<file path="src/rtl/ebr_block_reader.sv">
// rtl/ebr_block_reader.sv - reads an 8-row EBR stripe in 8x8 block order and streams the pixels out
// The EBR output register acts as the first FIFO slot, so out_valid follows the read after one clock.
module ebr_block_reader #(
  parameter int IMAGE_WIDTH = 320,
  parameter int ADDR_WIDTH  = 12,
  parameter int DATA_WIDTH  = 8
) (
  input  logic                  clk,
  input  logic                  rst_n,
  input  logic                  start,
  output logic                  busy,
  output logic                  done,
  output logic [ADDR_WIDTH-1:0] raddr,
  input  logic [DATA_WIDTH-1:0] rdata,
  output logic [DATA_WIDTH-1:0] out_data,
  output logic                  out_valid,
  input  logic                  out_ready,
  output logic                  out_block_last,
  output logic                  out_last
);

  localparam int NBLK = IMAGE_WIDTH / 8;
  localparam int BW   = (NBLK > 1) ? $clog2(NBLK) : 1;
  localparam int PW   = DATA_WIDTH + 2;

  if ((IMAGE_WIDTH < 8) || (IMAGE_WIDTH % 8 != 0) ||
      ((64'd1 << ADDR_WIDTH) < 64'(8 * IMAGE_WIDTH))) begin : g_bad_params
    $error("ebr_block_reader: IMAGE_WIDTH must be a multiple of 8 that fits the EBR address space");
  end

  typedef enum logic [1:0] {S_IDLE, S_READ, S_DRAIN} state_t;

  state_t                r_state;
  state_t                w_next_state;

  logic [BW-1:0]         r_blk;
  logic [2:0]            r_row;
  logic [2:0]            r_col;
  logic [ADDR_WIDTH-1:0] r_raddr;
  logic                  r_s1;
  logic [1:0]            r_s1_tag;
  logic                  r_s2;
  logic [1:0]            r_s2_tag;
  logic [PW-1:0]         r_mem [2];
  logic                  r_rd_ptr;
  logic                  r_wr_ptr;
  logic [1:0]            r_count;

  logic                  w_blk_last;
  logic                  w_block_end;
  logic                  w_final;
  logic [ADDR_WIDTH-1:0] w_addr;
  logic                  w_fifo_nonempty;
  logic                  w_out_valid;
  logic [PW-1:0]         w_head;
  logic                  w_pop;
  logic                  w_fifo_pop;
  logic                  w_push;
  logic [2:0]            w_total;
  logic [2:0]            w_limit;
  logic                  w_room;
  logic                  w_issue;

  assign w_blk_last  = (r_blk == BW'(NBLK - 1));
  assign w_block_end = (r_row == 3'd7) && (r_col == 3'd7);
  assign w_final     = w_block_end && w_blk_last;
  assign w_addr      = ADDR_WIDTH'(r_row) * ADDR_WIDTH'(IMAGE_WIDTH)
                     + ADDR_WIDTH'({r_blk, 3'b000}) + ADDR_WIDTH'(r_col);

  // Head is the oldest FIFO entry, or the EBR output directly when the FIFO is empty.
  assign w_fifo_nonempty = (r_count != 2'd0);
  assign w_out_valid     = w_fifo_nonempty || r_s2;
  assign w_head          = w_fifo_nonempty ? r_mem[r_rd_ptr] : {r_s2_tag, rdata};
  assign w_pop           = w_out_valid && out_ready;
  assign w_fifo_pop      = w_pop && w_fifo_nonempty;
  assign w_push          = r_s2 && !(w_pop && !w_fifo_nonempty);

  // Outstanding work (FIFO + address stage + data stage) never exceeds two beats.
  assign w_total = {1'b0, r_count} + {2'b00, r_s1} + {2'b00, r_s2};
  assign w_limit = 3'd2 + {2'b00, w_pop};
  assign w_room  = (w_total < w_limit);

  assign raddr          = r_raddr;
  assign out_valid      = w_out_valid;
  assign out_data       = w_out_valid ? w_head[DATA_WIDTH-1:0] : '0;
  assign out_block_last = w_out_valid && w_head[DATA_WIDTH];
  assign out_last       = w_out_valid && w_head[DATA_WIDTH+1];

  always_ff @(posedge clk or negedge rst_n) begin
    if (!rst_n) begin
      r_state <= S_IDLE;
    end else begin
      r_state <= w_next_state;
    end
  end

  always_comb begin
    w_next_state = r_state;
    case (r_state)
      S_IDLE:  if (start) w_next_state = S_READ;
      S_READ:  if (w_issue && w_final) w_next_state = S_DRAIN;
      S_DRAIN: if (done) w_next_state = S_IDLE;
      default: w_next_state = S_IDLE;
    endcase
  end

  always_comb begin
    busy    = (r_state != S_IDLE);
    w_issue = 1'b0;
    done    = w_pop && w_head[DATA_WIDTH+1];
    case (r_state)
      S_IDLE:  w_issue = start;
      S_READ:  w_issue = w_room;
      default: w_issue = 1'b0;
    endcase
  end

  // Counters wrap to zero after the final read, so IDLE always starts from blk=row=col=0.
  always_ff @(posedge clk or negedge rst_n) begin
    if (!rst_n) begin
      r_blk    <= '0;
      r_row    <= '0;
      r_col    <= '0;
      r_raddr  <= '0;
      r_s1     <= 1'b0;
      r_s1_tag <= '0;
      r_s2     <= 1'b0;
      r_s2_tag <= '0;
      r_mem[0] <= '0;
      r_mem[1] <= '0;
      r_rd_ptr <= 1'b0;
      r_wr_ptr <= 1'b0;
      r_count  <= '0;
    end else begin
      if (w_issue) begin
        r_raddr  <= w_addr;
        r_s1_tag <= {w_final, w_block_end};
        if (r_col == 3'd7) begin
          r_col <= '0;
          if (r_row == 3'd7) begin
            r_row <= '0;
            r_blk <= w_blk_last ? '0 : r_blk + 1'b1;
          end else begin
            r_row <= r_row + 3'd1;
          end
        end else begin
          r_col <= r_col + 3'd1;
        end
      end
      r_s1     <= w_issue;
      r_s2     <= r_s1;
      r_s2_tag <= r_s1_tag;
      if (w_push) begin
        r_mem[r_wr_ptr] <= {r_s2_tag, rdata};
        r_wr_ptr        <= ~r_wr_ptr;
      end
      if (w_fifo_pop) begin
        r_rd_ptr <= ~r_rd_ptr;
      end
      r_count <= r_count + {1'b0, w_push} - {1'b0, w_fifo_pop};
    end
  end

endmodule

</file>
<file path="config.mk">
export PLATFORM = sky130hd
export DESIGN_NAME = ebr_block_reader
export DESIGN_NICKNAME = d
export VERILOG_FILES = /design/src/rtl/ebr_block_reader.sv
export SDC_FILE = /design/constraint.sdc
export NUM_CORES = 1
export LEC_CHECK = 0
export ABC_AREA = 1
export CORE_ASPECT_RATIO = 0.5
export CORE_UTILIZATION = 45
export CTS_BUF_LIST = sky130_fd_sc_hd__clkbuf_16
export DETAILED_ROUTE_END_ITERATION = 8
export HOLD_SLACK_MARGIN = 0.06
export PLACE_DENSITY_LB_ADDON = 0.1
export SKIP_LAST_GASP = 1
export SYNTH_ARGS = -nofsm -noshare
export SYNTH_HDL_FRONTEND = slang
export SYNTH_SLANG_ARGS = --single-unit
</file>
<file path="constraint.sdc">
create_clock -name clk -period 3.1 [get_ports clk]
set_input_delay 0.62 -clock clk [delete_from_list [all_inputs] [get_ports clk]]
set_output_delay 0.62 -clock clk [all_outputs]
set_load 0.01 [all_outputs]
</file>
Word-level counts from Yosys, hierarchy flattened
Index checks and enable logic that the tools add are counted.
{ "totals": {"in_bits": 12, "elab_cells": 77, "reg_bits": 56} }
{ "classes": {"order_cmp": 4, "bitwise": 4, "n_reduce_logical": 20, "mul": 1, "mux": 16, "eq_ne": 8, "n_addsub": 10} }
{ "op_table": {"columns": ["operator", "count"], "rows": [
  ["$mux W10", 5],
  ["$bwmux W20", 1],
  ["$add A12 B3 Y12", 1],
  ["$add A12 B9 Y12", 1],
  ["$logic_and A1 B1 Y1", 11],
  ["$demux W10 S1", 1],
  ["$mux W8", 1],
  ["$add A3 B1 Y3 const B", 2],
  ["$add A6 B1 Y6 const B", 1],
  ["$eq A3 B3 Y1 const B", 2],
  ["$eq A6 B6 Y1 const B", 1],
  ["$mul A3 B3 Y6 const B", 1],
  ["$mux W2", 3],
  ["$mux W3", 2],
  ["$mux W6", 1],
  ["$ne A2 B2 Y1 const B", 3],
  ["$pmux W2 S3", 1],
  ["$reduce_and A3 Y1", 2],
  ["$ge A2 B2 Y1 const B", 2],
  ["$not A1 Y2", 2],
  ["$reduce_bool A2 Y1", 2],
  ["$add A2 B1 Y3", 1],
  ["$add A2 B1 Y3 const A", 1],
  ["$add A3 B1 Y3", 1],
  ["other kinds (12)", 14]
]} }

Depth between registers and ports, before layout
{ "logic_depth": {"word_depth": 9, "mapped_depth": 13, "ltp_nobuf": 11} }

Worst setup path before layout
Ideal clock, no wire load.
{ "synth_timing": {"path_kind": "register -> register", "from": "reg r_s2", "to": "reg r_raddr[9], in the netlist raddr[9]", "required_time_ps": 2978, "path_slack_ps": 1259, "arrival_time_ps": 1719, "synth_period_minus_slack_ps": 1841, "stages_incl_launch_ff": 13, "path_buffers": 2, "path_cell_list": "dfrtp_1 > buf_6 > inv_6 > fa_1 > inv_1 > ha_1 > nand2_1 > nand2_2 > nand2_4 > inv_4 > buf_6 > nand2_1 > o21ai_2"} }
{ "synth_between": {"elab_chain_len": 5, "elab_cells_between_ends": 6, "cone_classes": "add/sub: 2; order compare: 1; mux: 1; reduce/logical: 2"} }
{ "synth_rtl": {"columns": ["item", "line_no", "text"], "rows": [
  ["start, declared", "42", "logic r_s2;"],
  ["start signal, assigned", "151", "r_s2 <= r_s1;"],
  ["$logic_or A1 B1 Y1", "72", "assign w_out_valid = w_fifo_nonempty || r_s2;"],
  ["$logic_and A1 B1 Y1", "74", "assign w_pop = w_out_valid && out_ready;"],
  ["$add A2 B1 Y3", "80", "assign w_limit = 3'd2 + {2'b00, w_pop};"],
  ["$lt A3 B3 Y1 (*)", "81", "assign w_room = (w_total < w_limit);"],
  ["$pmux W1 S2 (*)", "111", "case (r_state)"],
  ["end signal, assigned", "136", "r_raddr <= w_addr;"],
  ["end, declared", "39", "logic [ADDR_WIDTH-1:0] r_raddr;"]
]} }
Every way passes the cells marked *; elsewhere a longest branch is shown, timed or not.
A chain may end at the register's enable or synchronous reset.

Final worst setup path
{ "layout_timing": {"from": "reg r_rd_ptr", "to": "out done"} }
{ "layout_between": {"elab_chain_len": 6} }
{ "layout_rtl": {"columns": ["item", "line_no", "text"], "rows": [
  ["start, declared", "45", "logic r_rd_ptr;"],
  ["start signal, assigned", "158", "r_rd_ptr <= ~r_rd_ptr;"],
  ["$not A1 Y2 (implied by the code)", "73", "assign w_head = w_fifo_nonempty ? r_mem[r_rd_ptr] : {r_s2_tag, rdata};"],
  ["$mux W10 (implied by the code) (3 in a row)", "73", null],
  ["$mux W10", "73", null],
  ["$logic_and A1 B1 Y1", "110", "done = w_pop && w_head[DATA_WIDTH+1];"],
  ["end, declared", "12", "output logic done,"]
]} }
No other way between the ends. The select of a mux whose other input is x is not followed.

==> impl_results.md <==
* Avg Cell Area, Syn at 8.335 um2
* FF-to-FF Start: r_s2
* Worst r2r dst: r_blk[0]
* Antenna Cells at 0
* Largest net degree at the start of global routing at 40
* Syn Inst Count at 352
* Hold_buf cts at 0
* Fin. Hold Viols at 0
* DIE AREA at 0.006867 mm2
* Primary FF master, synth: dfrtp_1
* Critical Path Start: r_rd_ptr
* Top cells by instance count after synthesis: 129 x nand2_1, 56 x dfrtp_1, 34 x inv_1
* DRC at 0
* Asr flop ratio synth at 100.0%
* Final non-filler cell total at 472
* Die W at 116.2 um
* Starting Density at 47.47%
* DRT iter0 DRCs at 101
* Row count at 20
* Area contributors post-synth: dfrtp_1 48%, nand2_1 17%, ha_1 6.0%
* Critical path type: flop to output port
* CP arrival at 2.04 ns
* Share of the synthesized area in the top cell type at 47.76%
* Hold Slack at 0.2390 ns
* Port Buffers at 36
* Count leader, synth: nand2_1
* Register bit count reported by yosys at 56
* Setup_tns at 0 ns
* DP HPWL at 4.017 mm
* Final-layout fill cell count at 584
* CP Data Required Time at 2.48 ns
* Critical Path Source Type: flop
* Antenna viol nets, final at 0
* Minimum clock period after layout at 2.663 ns
* Vias after detailed routing at 2,294
* Worst-path clk slew at 0.07 ns
* Core Box Area at 0.006181 mm2
* Cell total after placement at 465
* Num CTS Buffers at 5
* Worst VDD drop at 0.4151 mV
* Final setup viols at 0
* R2R Setup Slk at 0.73 ns
* Fmax at 375.5 MHz
* Worst slew margin at 55.77%
* Max-slew violations at 0
* I/O pin cnt at 37
* Die height at 59.10 um
* Max Clock Skew at 0.005462 ns
* Fin nets at 412
* Setup bufs post-CTS at 0
* Multi-input logic area at 0.001290 mm2
* Final wirelength at 5.648 mm
* Initial antenna violation count at 0
* Total track usage at 19.51%
* Synthesized area at 0.002934 mm2
* Clk Latency, worst-skew pair at 0.29 ns
* Max H-tree Level at 2
* Yosys top cell by area: dfrtp_1
* WL/cell at 11.97 um
* Drt pass-1 iters at 4
* Sequential-to-total area share from yosys stat at 47.76%
* Clock sinks at 56
* Clk buf depth at 2
* Crit path capture: done
* Final period utilization at 85.90%
* First-pass GRT wire length at 10.05 mm
* Fraction of layout cells with a size suffix above 1 at 6.771%
* Outcome: complete, no violations
* Worst setup EP type: output port
* TritonCTS clock tree: done
* R2R depth at 10
* CTS resizes at 0
* Distinct cells, synth at 28
* Storage element area at 0.001401 mm2
* Power per cell area at 972.7 mW/mm2
* RSZ-0062 raised after global routing: no
* Vias in the first global route at 2,204
* Root Buffer: clkbuf_16
* Leakage at 1.759 nW
* Area Overhead vs Synth at 17.65%
* Synthesis warning total at 0
* Placer Congestion at 0.8885
* Max_cap viols at 0
* Post-synth EDFFs at 0
* Drt via density at 4.860
* Worst-margin pin slew at 0.6610 ns
* Overflow after GRT at 0
* Worst Hold Class: primary input to async pin
* Worst-path maximum fanout at 21
* Synthesized Nets at 380
state kept, by name, indices dropped and copies added, names as in the netlist, 2 cells and up:
register	flops
r_state	2
r_s1_tag	2
r_col	3
r_blk	6
r_count	2
r_mem	20
r_s2_tag	2
r_row	3
raddr	12
worst min path at each step:
| stage | startpoint | end | slack [ns] | depth (start not counted) |
|---|---|---|---|---|
| floorplan | rst_n | r_blk[0] | 0.32 | 0 |
| global placement | r_s1_tag[1] | r_s2_tag[1] | 0.36 | 0 |
| detailed placement | r_s1_tag[1] | r_s2_tag[1] | 0.37 | 0 |
| CTS | rst_n | r_mem[0] | 0.25 | 1 |
| global route | rst_n | r_mem[1] | 0.26 | 1 |
| finish | rst_n | r_mem[0] | 0.24 | 1 |
cell type report:
type                       count  area share [%]
sequential                    56           40.59
clock inverter                 2          0.2537
clock buffer                   5           3.625
timing repair buffer          38           10.73
tap                           88           3.190
multi-input combinational    246           37.37
inverter                      37           4.241
power by group:
part	leakage, nW	switching (mW)	internal (mW)
combinational	0.964	0.964	0.685
clock	0.0709	0.246	0.291
sequential	0.724	0.205	0.966
total	1.76	1.42	1.94
worst max-delay path, cell delays in order (launching register included):
cell and delay [ns]:
dfrtp_1 0.74, nand2_1 0.10, nand3_1 0.10, o21ai_0 0.15, nor2_1 0.12, clkdlybuf4s50_1 0.53
metrics by stage:
step	total power [mW]	utilization (%)	setup slack (ns)	instance area, um2
after global routing	3.702	55.85	0.3072	3452
after CTS	3.416	55.85	0.4071	3452
after detailed placement	2.867	53.68	0.5015	3318
after floorplan	2.409	-	1.259	2934
after global placement	2.802	53.68	0.4975	3318
final	3.358	55.85	0.4370	3452
layer usage:
metal,track usage [%],up-vias,routed length (um)
met5,0,-,0
met4,8.242,0,71
met3,3.988,6,217
met2,32.57,36,2619
met1,25.20,1083,2740
li1,-,1169,-
placed cells by master (no fill, tap or decap), drive strengths merged:
cell	instances
buf	3
nand3b	1
clkdlybuf4s50	35
nand4	3
clkinv	1
xor2	4
nor4	1
dfrtp	56
nand3	26
nor2	15
xnor2	4
inv	38
fa	2
ha	14
a21oi	2
clkbuf	5
nor3	1
nand2	134
o21ai	39
logic make-up (layout without fill, tap and decap cells):
| family | Yosys count | in the layout | synth area share (%) |
|---|---|---|---|
| fa+ha+maj | 16 | 16 | 7.335 |
| xor+xnor | 8 | 8 | 2.388 |
| simple gates | 181 | 181 | 26.23 |
| buf+inv | 50 | 82 | 8.273 |
| flops | 56 | 56 | 47.76 |
| compound gates | 41 | 41 | 8.017 |
No activity file was read; power rests on OpenSTA's default activity.
